### config.mk
export PLATFORM = sky130hd
export DESIGN_NAME = uart_receiver_flat
export DESIGN_NICKNAME = d
export VERILOG_FILES = /design/src/rtl/uart_pkg.sv /design/src/rtl/uart_receiver_if.sv /design/src/rtl/uart_rx_bit_timer.sv /design/src/rtl/uart_receiver.sv /design/src/flat_wrapper.sv
export SDC_FILE = /design/constraint.sdc
export NUM_CORES = 1
export LEC_CHECK = 0
export ABC_AREA = 1
export BUFFER_PORTS_ARGS = -buffer_cell sky130_fd_sc_hd__buf_2
export CELL_PAD_IN_SITES_DETAIL_PLACEMENT = 0
export CELL_PAD_IN_SITES_GLOBAL_PLACEMENT = 1
export CORE_MARGIN = 2
export CORE_UTILIZATION = 30
export DETAILED_ROUTE_END_ITERATION = 16
export PLACE_DENSITY_LB_ADDON = 0.15
export SYNTH_ARGS = -nofsm -noshare
export SYNTH_HDL_FRONTEND = slang
export SYNTH_SLANG_ARGS = --single-unit
### constraint.sdc
create_clock -name CLK -period 1.1 [get_ports CLK]
set_input_delay 0.22 -clock CLK [delete_from_list [all_inputs] [get_ports CLK]]
set_output_delay 0.22 -clock CLK [all_outputs]
set_load 0.05 [all_outputs]
### src/rtl/uart_pkg.sv
// -----------------------------------------------------------------------------
// uart_pkg
//   Definitions shared by the UART receive and transmit sides: FSM state
//   encodings, frame constants, and the mid-bit offset helper.
//   No ports (package).
// -----------------------------------------------------------------------------
package uart_pkg;

    // Receiver FSM states. Encodings 5..7 are unused and recover to IDLE.
    typedef enum logic [2:0] {
        IDLE  = 3'd0,
        START = 3'd1,
        DATA  = 3'd2,
        STOP  = 3'd3,
        BREAK = 3'd4
    } uart_state_e;

    localparam logic START_BIT  = 1'b0;
    localparam logic STOP_BIT   = 1'b1;
    localparam int   DATA_BITS  = 8;
    localparam int   FRAME_BITS = 10;

    // Number of clocks from start-bit detection to the start-bit sample point.
    function automatic int mid_point(input int clks_per_bit);
        return (clks_per_bit - 1) / 2;
    endfunction

endpackage

### src/rtl/uart_receiver_if.sv
// -----------------------------------------------------------------------------
// uart_receiver_if
//   Bundles the serial input and the byte-side handshake of the UART receiver.
//   Signals:
//     rxIn      serial line, idle high           (master -> slave)
//     rxRead    consumer pops the held byte      (master -> slave)
//     rxData    received byte                    (slave -> master)
//     rxValid   holding register full            (slave -> master)
//     rxBusy    frame in progress                (slave -> master)
//     frameErr  one-cycle stop-bit error pulse   (slave -> master)
//     overrun   one-cycle overrun pulse          (slave -> master)
//   The receiver uses the slave modport; the line driver / consumer the master.
// -----------------------------------------------------------------------------
interface uart_receiver_if;
    logic       rxIn;
    logic       rxRead;
    logic [7:0] rxData;
    logic       rxValid;
    logic       rxBusy;
    logic       frameErr;
    logic       overrun;

    modport master (
        output rxIn, rxRead,
        input  rxData, rxValid, rxBusy, frameErr, overrun
    );

    modport slave (
        input  rxIn, rxRead,
        output rxData, rxValid, rxBusy, frameErr, overrun
    );
endinterface

### src/rtl/uart_rx_bit_timer.sv
// -----------------------------------------------------------------------------
// uart_rx_bit_timer
//   Down-counter producing a one-cycle sample strobe MID cycles after a
//   restart, then every CLKS_PER_BIT cycles. When MID is 0 the first sample is
//   taken by the FSM in the restart cycle itself, so the first strobe from
//   here lands one full bit later.
//   Ports:
//     CLK      in   clock
//     RST      in   synchronous active-high reset
//     restart  in   start bit detected this cycle
//     strobe   out  sample the line this cycle
// -----------------------------------------------------------------------------
module uart_rx_bit_timer
    import uart_pkg::*;
#(
    parameter int CLKS_PER_BIT = 16
) (
    input  logic CLK,
    input  logic RST,
    input  logic restart,
    output logic strobe
);

    localparam int MID = mid_point(CLKS_PER_BIT);
    localparam int CW  = (CLKS_PER_BIT > 1) ? $clog2(CLKS_PER_BIT) : 1;

    localparam logic [CW-1:0] LAST  = CW'(CLKS_PER_BIT - 1);
    localparam logic [CW-1:0] FIRST = (MID == 0) ? LAST : CW'(MID - 1);

    logic [CW-1:0] count_q;
    logic [CW-1:0] count_d;

    // Counter reaches zero on a sample cycle, then reloads for the next bit.
    always_comb begin
        count_d = count_q;
        if (restart) begin
            count_d = FIRST;
        end else if (count_q == '0) begin
            count_d = LAST;
        end else begin
            count_d = count_q - 1'b1;
        end
    end

    always_ff @(posedge CLK) begin
        if (RST) begin
            count_q <= '0;
        end else begin
            count_q <= count_d;
        end
    end

    assign strobe = (count_q == '0);

endmodule

### src/rtl/uart_receiver.sv
// -----------------------------------------------------------------------------
// uart_receiver
//   Receive side of an 8N1 UART link (LSB first, idle-high line). Samples each
//   bit at mid-bit, reassembles bytes, and presents them through a one-entry
//   holding register with a valid/read handshake. Flags framing errors and
//   overruns with one-cycle pulses.
//   Parameters:
//     CLKS_PER_BIT  clock cycles per serial bit (>= 1)
//   Ports:
//     CLK  in  clock, rising edge
//     RST  in  synchronous active-high reset
//     rx   uart_receiver_if.slave: rxIn, rxRead in; rxData, rxValid,
//          rxBusy, frameErr, overrun out
//   Build option:
//     RX_SYNC_EN  when defined, rxIn passes through a 2-flop synchronizer
//                 (reset to 1) and all timing shifts by two cycles.
// -----------------------------------------------------------------------------
module uart_receiver
    import uart_pkg::*;
#(
    parameter int CLKS_PER_BIT = 16
) (
    input  logic            CLK,
    input  logic            RST,
    uart_receiver_if.slave  rx
);

    localparam int MID = mid_point(CLKS_PER_BIT);

    logic rx_s;

`ifdef RX_SYNC_EN
    logic [1:0] sync_q;
    logic [1:0] sync_d;

    always_comb begin
        sync_d = {sync_q[0], rx.rxIn};
    end

    // Reset to the idle level so a reset never looks like a start bit.
    always_ff @(posedge CLK) begin
        if (RST) begin
            sync_q <= 2'b11;
        end else begin
            sync_q <= sync_d;
        end
    end

    assign rx_s = sync_q[1];
`else
    assign rx_s = rx.rxIn;
`endif

    uart_state_e state_q, state_d;
    logic [2:0]  bit_cnt_q, bit_cnt_d;
    logic [7:0]  shift_q, shift_d;
    logic [7:0]  data_q, data_d;
    logic        valid_q, valid_d;
    logic        frame_err_q, frame_err_d;
    logic        overrun_q, overrun_d;
    logic        restart;
    logic        commit;
    logic        strobe;

    uart_rx_bit_timer #(
        .CLKS_PER_BIT (CLKS_PER_BIT)
    ) u_bit_timer (
        .CLK     (CLK),
        .RST     (RST),
        .restart (restart),
        .strobe  (strobe)
    );

    // Framing FSM: next state, shift register, error pulse.
    always_comb begin
        state_d     = state_q;
        bit_cnt_d   = bit_cnt_q;
        shift_d     = shift_q;
        frame_err_d = 1'b0;
        restart     = 1'b0;
        commit      = 1'b0;
        case (state_q)
            IDLE: begin
                if (rx_s == START_BIT) begin
                    restart   = 1'b1;
                    bit_cnt_d = '0;
                    // With MID==0 this cycle is already the start-bit sample.
                    state_d   = (MID == 0) ? DATA : START;
                end
            end
            START: begin
                if (strobe) begin
                    state_d = (rx_s == START_BIT) ? DATA : IDLE;
                end
            end
            DATA: begin
                if (strobe) begin
                    // LSB arrives first, so shift in from the top.
                    shift_d = {rx_s, shift_q[7:1]};
                    if (bit_cnt_q == 3'(DATA_BITS - 1)) begin
                        bit_cnt_d = '0;
                        state_d   = STOP;
                    end else begin
                        bit_cnt_d = bit_cnt_q + 3'd1;
                    end
                end
            end
            STOP: begin
                if (strobe) begin
                    if (rx_s == STOP_BIT) begin
                        commit  = 1'b1;
                        state_d = IDLE;
                    end else begin
                        frame_err_d = 1'b1;
                        state_d     = BREAK;
                    end
                end
            end
            BREAK: begin
                // A held-low line must go high before a new start is accepted.
                if (rx_s == STOP_BIT) begin
                    state_d = IDLE;
                end
            end
            default: begin
                state_d = IDLE;
            end
        endcase
    end

    // Holding register. A commit takes priority over a read; a commit onto
    // an unread byte overwrites it and reports an overrun.
    always_comb begin
        data_d    = data_q;
        valid_d   = valid_q;
        overrun_d = 1'b0;
        if (commit) begin
            data_d    = shift_q;
            valid_d   = 1'b1;
            overrun_d = valid_q && !rx.rxRead;
        end else if (rx.rxRead && valid_q) begin
            valid_d = 1'b0;
        end
    end

    always_ff @(posedge CLK) begin
        if (RST) begin
            state_q     <= IDLE;
            bit_cnt_q   <= '0;
            shift_q     <= '0;
            data_q      <= '0;
            valid_q     <= 1'b0;
            frame_err_q <= 1'b0;
            overrun_q   <= 1'b0;
        end else begin
            state_q     <= state_d;
            bit_cnt_q   <= bit_cnt_d;
            shift_q     <= shift_d;
            data_q      <= data_d;
            valid_q     <= valid_d;
            frame_err_q <= frame_err_d;
            overrun_q   <= overrun_d;
        end
    end

    assign rx.rxData   = data_q;
    assign rx.rxValid  = valid_q;
    assign rx.rxBusy   = (state_q != IDLE);
    assign rx.frameErr = frame_err_q;
    assign rx.overrun  = overrun_q;

endmodule
### src/flat_wrapper.sv
// flat-port wrapper written by rule: the top's interface ports become plain ports
module uart_receiver_flat import uart_pkg::*;
#(
    parameter int CLKS_PER_BIT = 16
)
  (CLK, RST, rx_rxIn, rx_rxRead, rx_rxData, rx_rxValid, rx_rxBusy, rx_frameErr, rx_overrun);
  uart_receiver_if rx_i ();
  input  logic CLK;
  input  logic RST;
  input wire logic [$bits(rx_i.rxIn)-1:0] rx_rxIn;
  input wire logic [$bits(rx_i.rxRead)-1:0] rx_rxRead;
  output wire logic [$bits(rx_i.rxData)-1:0] rx_rxData;
  output wire logic [$bits(rx_i.rxValid)-1:0] rx_rxValid;
  output wire logic [$bits(rx_i.rxBusy)-1:0] rx_rxBusy;
  output wire logic [$bits(rx_i.frameErr)-1:0] rx_frameErr;
  output wire logic [$bits(rx_i.overrun)-1:0] rx_overrun;
  assign rx_i.rxIn = rx_rxIn;
  assign rx_i.rxRead = rx_rxRead;
  assign rx_rxData = rx_i.rxData;
  assign rx_rxValid = rx_i.rxValid;
  assign rx_rxBusy = rx_i.rxBusy;
  assign rx_frameErr = rx_i.frameErr;
  assign rx_overrun = rx_i.overrun;
  uart_receiver #(.CLKS_PER_BIT(CLKS_PER_BIT)) u_core (.CLK(CLK), .RST(RST), .rx(rx_i));
endmodule
==> results of run 1 <==
==> logic make-up after synthesis <==
| family | Yosys count | share of synthesized area, % |
|---|---|---|
| simple gates | 79 | 28.5 |
| compound gates | 31 | 14.1 |
| flops | 29 | 47.1 |
| buf+inv | 21 | 7.30 |
| fa+ha+maj | 3 | 3.04 |
==> layout by cell type, fill, tap and decap left out, drive strengths merged, types with 2 or more instances in the layout <==
| cell type | synthesis | layout |
|---|---|---|
| a21oi | 10 | 10 |
| buf | 2 | 48 |
| clkbuf | 1 | 10 |
| dfxtp | 29 | 29 |
| ha | 3 | 3 |
| inv | 18 | 18 |
| nand2 | 21 | 22 |
| nand3 | 5 | 6 |
| nand3b | 2 | 2 |
| nor2 | 47 | 47 |
| nor3 | 3 | 3 |
| o21ai | 19 | 19 |
==> critical path: stages, from the launching register on <==
cell and delay (ps):
dfxtp_4 370, nor2_4 100, buf_6 110, nand2_4 40, buf_8 140
==> routing by layer <==
metal  GRT usage [%]  share of wire [%]
met5               0                  0
met2            26.3                 51
met4            6.00                1.9
met3            5.10                3.8
met1            17.8                 43
==> final cells by class <==
class	instances	area share, %
Clock buffer	7	4.53
Clock inverter	1	0.235
Inverter	18	4.36
Multi-Input combinational cell	115	39.3
Sequential cell	29	28.1
Tap cell	50	2.94
Timing Repair Buffer	51	20.6
==> sequential cells by signal, indices dropped and copies added, names as in the netlist <==
signal and flops:
u_core.bit_cnt_q 3, u_core.state_q 3, u_core.shift_q 8, u_core.rx.overrun 1, u_core.rx.frameErr 1, u_core.u_bit_timer.count_q 4
u_core.rx.rxValid 1, u_core.rx.rxData 8
==> report_power, final <==
group | switching [mW] | internal (mW)
logic | 1.48 | 1.40
registers | 0.190 | 1.28
clock network | 0.395 | 0.564
total | 2.07 | 3.25
==> worst max path at each step <==
stage                                   from                  end  slack, ps
4_1_cts                    u_core.state_q[0]            rx_rxBusy       -160
5_1_grt                    u_core.state_q[2]    u_core.shift_q[6]       -220
3_5_place_dp               u_core.state_q[1]  u_core.rx.rxData[4]       -230
3_3_place_gp               u_core.state_q[1]  u_core.rx.rxData[4]       -190
6_report                   u_core.state_q[0]            rx_rxBusy       -150
2_1_floorplan  u_core.u_bit_timer.count_q[1]  u_core.rx.rxData[6]        -30
==> what timing repair did <==
item                                   in CTS  in global routing
hold buffers                                0                  0
resized for setup                          73                 25
setup buffers                              10                  6
setup endpoints to repair                  34                 33
endpoints found under the hold margin       0                  0
pin swaps                                  25                  9
gates cloned                                2                  0
==> per-stage QoR <==
step | power (mW) | TNS, ps | cells | utilization, % | area [sq um]
4_1_cts | 5.09 | -1860 | 265 | 49.9 | 1980
2_1_floorplan | 2.62 | -294 | 163 | - | 1290
3_3_place_gp | 3.22 | -3120 | 245 | 39.6 | 1570
5_1_grt | 5.69 | -4310 | 271 | 53.5 | 2130
6_report | 5.31 | -2320 | 271 | 53.5 | 2130
3_5_place_dp | 3.23 | -3610 | 245 | 39.6 | 1570
==> impl_summary.log, run 1 <==
INFO  metric die_y = approximately 68 microns
INFO  metric grt_setup_unrepaired = yes
INFO  metric post_placement_setup_slack = -229 ps
INFO  metric type_of_the_tightest_min_delay_check = input pin to register
INFO  metric clk-insertion-delay-late = roughly 280 ps
INFO  metric violations = negative setup slack
INFO  metric die_area = 0.00464 sq mm
INFO  metric async_reset_ff_share = 0%
INFO  metric yosysWarningCount = 0
INFO  metric slew-limit-headroom = roughly 87%
INFO  metric ff2ff_setup_slack = -130 ps
INFO  metric startpoint_type = register
INFO  metric clock_sink_count = 29
INFO  metric max_clock_freq = between 800 and 900 MHz
INFO  metric synthTopCellsByArea = dfxtp_1 47%, nor2_1 14%, nand2_1 5.2%, o21ai_1 4.1%, inv_1 4.0%
INFO  metric area_of_the_core_region = just under 0.004 sq mm
INFO  metric yosys.cell_count.top_type = nor2_1
INFO  metric critPathCaptureType = output port
INFO  metric placementRows = 23
INFO  metric grt_first_pass_wirelength = 5220 microns
INFO  metric synth_enable_flop_cells = 0
INFO  metric postSynthNetCount = 170
INFO  metric synth.largest_area_cell = dfxtp_1
INFO  metric ant_nets = 0
INFO  metric synthesis.instances = around 160
INFO  metric cts_made_buffers = 5
INFO  metric vias = between 1000 and 1500
INFO  metric yosys_register_bits = 29
INFO  metric floorplan.die.width = 68.1 microns
INFO  metric route.final.wire_length = between 3000 and 4000 microns
INFO  metric ant_diodes = 0
INFO  metric timing.final.crit_share = 114%
INFO  metric report.final.slew_viol_count = 0
INFO  metric worstPathArrival = 1030 ps
INFO  metric place_hpwl = just under 2000 microns
INFO  metric worstPathRequired = 880 ps
INFO  metric clk_pin_slew = roughly 60 ps
INFO  metric detailedRoute.firstPassIterationCount = 4
INFO  metric vias_per_cell = approximately 4.6
INFO  metric post-synth-top-area-fraction = about 47%
INFO  metric synthesis.area = between 0.001 and 0.0015 sq mm
INFO  metric powerDensity = 2500 mW/mm^2
INFO  metric global_route.usage.total = 15.4%
INFO  metric gp_congestion = between 0.7 and 0.8
INFO  metric r2r_end = u_core.shift_q[6]
INFO  metric cts_root_buf = clkbuf_8
INFO  metric grt_max_degree = 23
INFO  metric layout_setup_ws = -150 ps
INFO  metric finalWorstPathRequiredPeriod = ~1200 ps
INFO  metric post-route-drc-count = 0
INFO  metric cts_max_path_buffers = 2
INFO  metric worst_r2r_startpoint = u_core.state_q[2]
INFO  metric initial_core_util = 31.1%
INFO  metric proportion_of_synthesized_chip_area_in_sequential_cells = roughly 47%
INFO  metric worst-slew-pin-transition = around 190 ps
INFO  metric multi_input_gate_area = 835 sq um
INFO  metric n_fill_cell = about 380
INFO  metric run_status = complete, but fails checks
INFO  metric hold_end = u_core.bit_cnt_q[0]
INFO  metric syn_to_final_growth = 72.3%
INFO  metric startpoint_of_the_tightest_hold_check_path = RST
INFO  metric timing_hold_violations_final = 0
INFO  metric cts_htree_levels = 2
INFO  metric post_route_cells_drive_above_1_share = 59.7%
INFO  metric vdd_ir_drop_max = approximately 1400 uV
INFO  metric grt-ovfl-total = 0
INFO  metric crit_fanout = 5
INFO  metric finalNetCount = 227
INFO  metric wl_per_cell = roughly 12 microns
INFO  metric violation_count_after_the_first_detailed_route_iteration = 29
INFO  metric drv.max_cap_violation_count = 0
INFO  metric syn-mean-instance-area = about 7.6 sq um
INFO  metric finalHoldWorstSlack = around 270 ps
INFO  metric first_global_vias = between 1000 and 1500
INFO  metric setup-violations-final = 28
INFO  metric ys_types = 26
INFO  metric worstSetupPathType = register to output port
INFO  metric ff_latch_area = slightly below 600 sq um
INFO  metric leakage = ~0.93 nW
INFO  metric most_frequent_cells_after_synthesis = 45 x nor2_1, 29 x dfxtp_1, 17 x nand2_1
INFO  metric io_buffers = 15
INFO  metric grt_antenna_before_repair = 0
INFO  metric synth_top_flop_cell = dfxtp_1
INFO  metric r2r.worst_path.cells = 9
INFO  metric cts_tree = done
INFO  metric holdPathStages = 3
INFO  metric timing.clock.skew = approximately 3.6 ps
INFO  metric boundaryPins = 16
Note: power is estimated with default switching activity, not from simulation.
==> inputs of run 2 (changes only) <==
Settings changed: BUFFER_PORTS_ARGS -buffer_cell sky130_fd_sc_hd__buf_2 to default, CORE_UTILIZATION 30 to 40, DONT_BUFFER_PORTS from default to 1, SLEW_MARGIN from default to 20.
==> run 2 against run 1 <==
Against the previous run:
- the flow still finishes with violations (negative setup slack)
- clock skew up 3.2 ps
- clock-buffer cell count shrank 1
- sequential share of layout area increased by 0.89 points
- die area shrank 24%
- routed wire length grew 0.60%
- combinational power grew 3%
- worst setup slack got worse by 130 ps
- largest power group unchanged
==> impl_summary.log, run 2 (synthesis results as in run 1) <==
INFO  metric finalWorstPathRequiredPeriod = 1380 ps (+129 ps)
INFO  metric global_route.usage.total = 19.6% (+4.1 points)
INFO  metric cts_made_buffers = 5 (unchanged)
INFO  metric switch_share = 41.6% (+2.7 points)
INFO  metric final_cell_mix = 29 x nor2_1, 24 x buf_4, 17 x buf_6, 17 x dfxtp_1, 13 x nor2_4
INFO  metric layout_commonest_cell = nor2_1
INFO  metric ant_nets = 0 (unchanged)
INFO  metric grt-ovfl-total = 0 (unchanged)
INFO  metric area_of_the_core_region = 0.00300 sq mm (-24%)
INFO  metric cts_htree_levels = 2 (unchanged)
INFO  metric run_status = complete, but fails checks
INFO  metric floorplan.die.width = 59.5 microns (-13%)
INFO  metric setup-violations-final = 30 (+7.1%)
INFO  metric finalNonFillerCells = 246 (-9.2%)
INFO  metric worstSetupPathType = register to output port
INFO  metric slew-limit-headroom = 77.8% (-9.6 points)
INFO  metric clk_pin_slew = 100 ps (+40 ps)
INFO  metric worst-slew-pin-transition = 332 ps (+144 ps)
INFO  metric timing_hold_violations_final = 0 (unchanged)
INFO  metric powerDensity = 2430 mW/mm^2 (-2.8%)
INFO  metric worstPathRequired = 880 ps (about the same)
INFO  metric internal-power = 2.94 mW (-9.4%)
INFO  metric gp_congestion = 0.822 (+3.8%)
INFO  metric cts_max_path_buffers = 2 (unchanged)
INFO  metric finalNetCount = 219 (-3.5%)
INFO  metric violation_count_after_the_first_detailed_route_iteration = 26 (-10%)
INFO  metric detailedRoute.firstPassIterationCount = 4 (unchanged)
INFO  metric grt_antenna_before_repair = 0 (unchanged)
INFO  metric max_clock_freq = 725 MHz (-9.3%)
INFO  metric post_route_cells_drive_above_1_share = 62.0% (+2.2 points)
INFO  metric post-route-drc-count = 0 (unchanged)
INFO  metric initial_core_util = 41.1% (+10 points)
INFO  metric worstPathArrival = 1160 ps (+130 ps)
INFO  metric final_core_utilization = 69.0% (+16 points)
INFO  metric leakage = 0.874 nW (-6.4%)
INFO  metric boundaryPins = 16 (unchanged)
INFO  metric violations = negative setup slack
INFO  metric cts_tree = done
INFO  metric clock_sink_count = 29 (unchanged)
INFO  metric layout_setup_ws = -279 ps (-129 ps)
INFO  metric cts_root_buf = clkbuf_4
INFO  metric sequentialPowerShare = 29.1% (+1.4 points)
INFO  metric grt_setup_unrepaired = yes
INFO  metric drv.max_cap_violation_count = 0 (unchanged)
INFO  metric first_global_vias = 1153 (-0.35%)
INFO  metric worst_r2r_startpoint = u_core.state_q[0]
INFO  metric critPathCaptureType = output port
INFO  metric crit_fanout = 4 (-1)
INFO  metric timing.clock.skew = 6.81 ps (+3.25 ps)
INFO  metric report.power.total = 5.04 mW (-5.2%)
INFO  metric io_buffers = 0 (-15)
INFO  metric type_of_the_tightest_min_delay_check = input pin to register
INFO  metric startpoint_type = register
INFO  metric grt_first_pass_wirelength = 5060 microns (-3.0%)
INFO  metric grt_max_degree = 18 (-22%)
INFO  metric clock_power_share = 12.3% (-5.7 points)
INFO  metric startpoint_of_the_tightest_hold_check_path = RST
INFO  metric placementRows = 20 (-13%)
INFO  metric vias = 1199 (-4.2%)
INFO  metric report.final.slew_viol_count = 0 (unchanged)
INFO  metric place_hpwl = 1920 microns (-1.5%)
INFO  metric placedCellCount = 226 (-7.8%)
INFO  metric ant_diodes = 0 (unchanged)
INFO  metric timing.final.crit_share = 125% (+12 points)
INFO  metric wl_per_cell = 12.9 microns (+11%)
INFO  metric netSwitchingPower = 2.10 mW (+1.4%)
INFO  metric syn_to_final_growth = 68.1%
INFO  metric route.final.wire_length = 3160 microns (+0.60%)
INFO  metric die_area = 0.00354 sq mm (-24%)
INFO  metric clk-insertion-delay-late = 330 ps (+50 ps)
INFO  metric comb_power_share = 58.7% (+4.4 points)
INFO  metric die_y = 59.5 microns (-13%)
INFO  metric startpoint = u_core.state_q[0]
INFO  metric vias_per_cell = 4.87 (+5.5%)
INFO  metric vdd_ir_drop_max = 1900 uV (+36%)
INFO  metric ff2ff_setup_slack = -270 ps (-140 ps)
run 2: cell types whose count changed in the layout (fill, tap and decap cells not counted), sizes merged:
| cell | change |
|---|---|
| clkinv | +2 |
| clkbuf | -4 |
| inv | -1 |
| buf | -6 |
| dlygate4sd3 | +1 |
run 2: final timing paths:
check	to	depth (start not counted)
max	rx_rxBusy	4
min	u_core.state_q[2]	3
max reg2reg	u_core.u_bit_timer.count_q[2]	6
min reg2reg	u_core.u_bit_timer.count_q[0]	1
run 2: per-stage QoR:
step                cell area [sq um]  worst slack (ps)  setup TNS (ps)  hold WS [ps]
global placement                 1560              -161           -3090           278
floorplan                        1290             -35.0            -294           275
global route                     2070              -354           -7080          24.3
CTS                              1830              -241           -3140          4.38
detailed placement               1560              -216           -3930           279
finish                           2070              -279           -4920          12.6
run 2: critical path, stage by stage, from the launching register on:
cell     delay (ps)
dfxtp_4         370
nor2_4          130
buf_4           130
nand2_2          50
buf_6           150
run 2: power groups by stage:
stage | clock network [mW] | registers (mW) | logic (mW)
final | 0.619 | 1.46 | 2.96
after global routing | 0.667 | 1.49 | 3.21
after CTS | 0.631 | 1.41 | 2.53
after detailed placement | 0 | 1.41 | 1.89
after global placement | 0 | 1.41 | 1.84
after floorplan | 0 | 1.43 | 1.19
run 2: area by class of cell:
cell class | instances | area, sq um
clock buffer | 6 | 41.3
clock inverter | 2 | 10.0
fill | 237 | 930
inverter | 18 | 92.6
multi-input combinational | 115 | 886
sequential | 29 | 601
tap | 33 | 41.3
timing repair buffer | 43 | 402
run 2: metal layers:
layer / wire length (microns) / track usage [%] / vias to the layer above
met5: 0 / 0 / -
met4: 60 / 9.21 / 0
met3: 177 / 6.11 / 7
met2: 1520 / 31.7 / 22
met1: 1410 / 23.6 / 543
li1: - / - / 627
run 2: timing repair:
item	4_1_cts	5_1_grt
hold buffers	1	0
cloned	2	0
hold endpoints to repair	5	0
buffers inserted	10	2
pin swaps	9	18
resized for setup	46	60
setup endpoints to repair	30	35
==> inputs of run 3 (changes only) <==
Settings changed: ABC_AREA 1 to default, CORE_UTILIZATION 40 to 42.
==> run 3 against run 2 <==
Against the previous run:
- the run still ends with negative setup slack left
- core utilization shrank 5.5 points
- maximum frequency is 4.9% lower
- hold slack improved by 31 ps
- combinational power decreased by 82%
- synthesized cell count down 15%
- via count shrank 6.9%
- die area grew 2.7%
- clock skew increased by 1.1 ps
- critical endpoint unchanged
==> impl_summary.log, run 3 <==
INFO  metric finalNetCount = 182 (-17%)
INFO  metric worst_r2r_startpoint = u_core.state_q[0]
INFO  metric synthesis.area = 0.00133 sq mm (+8.0%)
INFO  metric yosysWarningCount = 0 (unchanged)
INFO  metric critPathCaptureType = output port
INFO  metric boundaryPins = 16 (unchanged)
INFO  metric worstSetupPathType = register to output port
INFO  metric run_status = complete, but fails checks
INFO  metric area_of_the_core_region = 0.00303 sq mm (+0.83%)
INFO  metric timing.critical_path.slowest_stage_cell = or3_4
INFO  metric cts_max_path_buffers = 2 (unchanged)
INFO  metric ys_types = 32 (+23%)
INFO  metric placementRows = 20 (unchanged)
INFO  metric worstSetupEndpoint = rx_rxBusy
INFO  metric violations = negative setup slack
INFO  metric r2r.worst_path.cells = 4 (-2)
INFO  metric vias_per_cell = 5.07 (+4.1%)
INFO  metric ant_nets = 0 (unchanged)
INFO  metric ff2ff_setup_slack = -270 ps (about the same)
INFO  metric global_route.usage.total = 18.6% (-1.0 points)
INFO  metric grt-ovfl-total = 0 (unchanged)
INFO  metric synth_top_flop_cell = dfxtp_1
INFO  metric final_cell_area = 0.00192 sq mm (-7.2%)
INFO  metric max_clock_freq = 690 MHz (-4.9%)
INFO  metric clk_pin_slew = 90 ps (about the same)
INFO  metric placedCellCount = 205 (-9.3%)
INFO  metric cts_htree_levels = 2 (unchanged)
INFO  metric detailedRoute.firstPassIterationCount = 2 (-2)
INFO  metric worstPathCellList = or3_4 -> buf_8
INFO  metric die_y = 60.3 microns (+1.3%)
INFO  metric clk-insertion-delay-late = 330 ps (about the same)
INFO  metric floorplan.die.width = 60.3 microns (+1.3%)
INFO  metric cts_root_buf = clkbuf_4
INFO  metric post-synth-top-area-fraction = 43.6% (-3.5 points)
INFO  metric grt_antenna_before_repair = 0 (unchanged)
INFO  metric timing.critical_path.buf_inv = 1 (-1)
INFO  metric syn_to_final_growth = 44.4%
INFO  metric yosys_register_bits = 29 (unchanged)
INFO  metric cts_tree = done
INFO  metric grt_max_degree = 23 (+5)
INFO  metric cts_made_buffers = 5 (unchanged)
INFO  metric synth_enable_flop_cells = 0 (unchanged)
INFO  metric synthesis.instances = 138 (-15%)
INFO  metric n_fill_cell = 255 (+7.6%)
INFO  metric initial_core_util = 44.0% (+2.9 points)
INFO  metric drv.max_cap_violation_count = 0 (unchanged)
INFO  metric leakage = 0.704 nW (-20%)
INFO  metric crit_family = simple AND/OR/NAND/NOR gates
INFO  metric timing.clock.skew = 7.91 ps (+1.10 ps)
INFO  metric ff_latch_area = 601 sq um (unchanged)
INFO  metric vias = 1116 (-6.9%)
INFO  metric clock_sink_count = 29 (unchanged)
INFO  metric multi_input_gate_area = 836 sq um (-5.6%)
INFO  metric synth.largest_area_cell = dfxtp_1
INFO  metric powerDensity = 1180 mW/mm^2 (-51%)
INFO  metric first_global_vias = 1122 (-2.7%)
INFO  metric layout_setup_ws = -350 ps (-71.6 ps)
INFO  metric place_hpwl = 1800 microns (-6.3%)
INFO  metric final_cell_mix = 22 x buf_4, 20 x nand2b_1, 17 x dfxtp_1
INFO  metric io_buffers = 0 (unchanged)
INFO  metric type_of_the_tightest_min_delay_check = input pin to register
INFO  metric worstPathRequired = 880 ps (about the same)
INFO  metric setup-violations-final = 30 (unchanged)
INFO  metric finalNonFillerCells = 220 (-11%)
INFO  metric post-route-drc-count = 0 (unchanged)
INFO  metric startpoint_type = register
INFO  metric route.final.wire_length = 2920 microns (-7.7%)
INFO  metric worstPathArrival = 1230 ps (+70 ps)
INFO  metric grt_first_pass_wirelength = 4930 microns (-2.6%)
INFO  metric die_area = 0.00364 sq mm (+2.7%)
INFO  metric r2r_end = u_core.shift_q[1]
INFO  metric post_route_cells_drive_above_1_share = 52.8% (-9.1 points)
INFO  metric startpoint = u_core.state_q[0]
INFO  metric wl_per_cell = 13.3 microns (+3.2%)
INFO  metric violation_count_after_the_first_detailed_route_iteration = 20 (-23%)
INFO  metric slew-limit-headroom = 41.6% (-36 points)
INFO  metric grt_setup_unrepaired = yes
INFO  metric post_placement_setup_slack = -288 ps (-71.7 ps)
INFO  metric yosys.cell_count.top_type = dfxtp_1
INFO  metric async_reset_ff_share = 0% (unchanged)
INFO  metric gp_congestion = 0.718 (-13%)
INFO  metric synthTopCellsByArea = dfxtp_1 44%, nand2b_1 9.4%, mux2i_1 9.0%, a21oi_1 4.5%, nand3_1 3.4%
INFO  metric crit_cells = 2 (-2)
INFO  metric timing_hold_violations_final = 0 (unchanged)
INFO  metric worst_path_largest_cell_delay = 390 ps (+20 ps)
INFO  metric report.power.total = 2.28 mW (-55%)
INFO  metric placed_area = 0.00160 sq mm (+2.4%)
INFO  metric worst-slew-pin-transition = 875 ps (+543 ps)
INFO  metric proportion_of_synthesized_chip_area_in_sequential_cells = 43.6% (-3.5 points)
INFO  metric timing.final.crit_share = 132% (+6.5 points)
INFO  metric most_frequent_cells_after_synthesis = 29 x dfxtp_1, 20 x nand2b_1, 12 x a21oi_1, 12 x mux2i_1, 9 x nand3_1
INFO  metric finalWorstPathRequiredPeriod = 1450 ps (+71.6 ps)
INFO  metric final_core_utilization = 63.6% (-5.5 points)
INFO  metric ant_diodes = 0 (unchanged)
INFO  metric syn-mean-instance-area = 9.66 sq um (+28%)
INFO  metric crit_fanout = 2 (-2)
INFO  metric layout_commonest_cell = buf_4
INFO  metric postSynthNetCount = 145 (-15%)
INFO  metric report.final.slew_viol_count = 0 (unchanged)
INFO  metric vdd_ir_drop_max = 694 uV (-63%)
run 3: changes by cell type in the layout (fill, tap and decap cells not counted), sizes merged, moves of 11 or more:
cell    change
o21ai      -11
nor2       -43
inv        -14
nand2b     +20
mux2i      +12
nand2      -19
run 3: final cells by class:
class                      count  share of cell area (%)
multi-input combinational     96                    43.4
sequential                    29                    31.2
timing repair buffer          40                    19.2
tap                           44                    2.86
clock buffer                   6                    2.15
inverter                       3                   0.585
clock inverter                 2                   0.520
run 3: worst min-delay path by stage:
| stage | to | slack [ps] | start | cells past startpoint |
|---|---|---|---|---|
| final | u_core.shift_q[7] | 40 | rx_rxIn | 2 |
| after global routing | u_core.rx.rxData[7] | 40 | RST | 2 |
| after CTS | u_core.rx.overrun | 8 | rx_rxIn | 2 |
| after detailed placement | u_core.u_bit_timer.count_q[0] | 290 | RST | 1 |
| after global placement | u_core.u_bit_timer.count_q[0] | 280 | RST | 1 |
| after floorplan | u_core.state_q[2] | 300 | rx_rxIn | 1 |
run 3: report_power, final:
group	internal, mW	leakage (nW)	switching (mW)	total, mW
registers	1.08	0.241	0.0361	1.12
logic	0.287	0.431	0.247	0.535
clock network	0.243	0.0320	0.380	0.623
total	1.61	0.704	0.664	2.27
run 3: layer usage:
metal	vias up	global-route usage [%]	wire length (microns)
met3	7	6.28	86
met1	539	22.1	1330
li1	559	-	-
met5	-	0	0
met2	11	30.3	1450
met4	0	8.25	54
run 3: timing repair:
| action | CTS | global route |
|---|---|---|
| setup endpoints to repair | 38 | 36 |
| pin swaps | 12 | 5 |
| setup buffers | 1 | 2 |
| endpoints found under the hold margin | 17 | 1 |
| cloned | 1 | 0 |
| resized for setup | 34 | 24 |
| hold buffers | 2 | 1 |
run 3: logic make-up (layout without fill, tap and decap cells):
family	after synthesis	after routing	share of synthesized area, %
AOI/OAI and AO/OA	25	25	10.6
xor gates and xnor gates	1	1	0.657
adders and majority gates	3	3	2.82
buffers and inverters	14	51	6.01
DFF	29	29	43.6
muxes	12	12	9.01
and+or+nand+nor	54	55	27.3
run 3: stage by stage:
step | TNS (ps) | hold slack, ps
4_1_cts | -6470 | 7.94
2_1_floorplan | -4180 | 299
3_5_place_dp | -5580 | 287
5_1_grt | -8420 | 38.9
3_3_place_gp | -4800 | 282
6_report | -6480 | 43.7
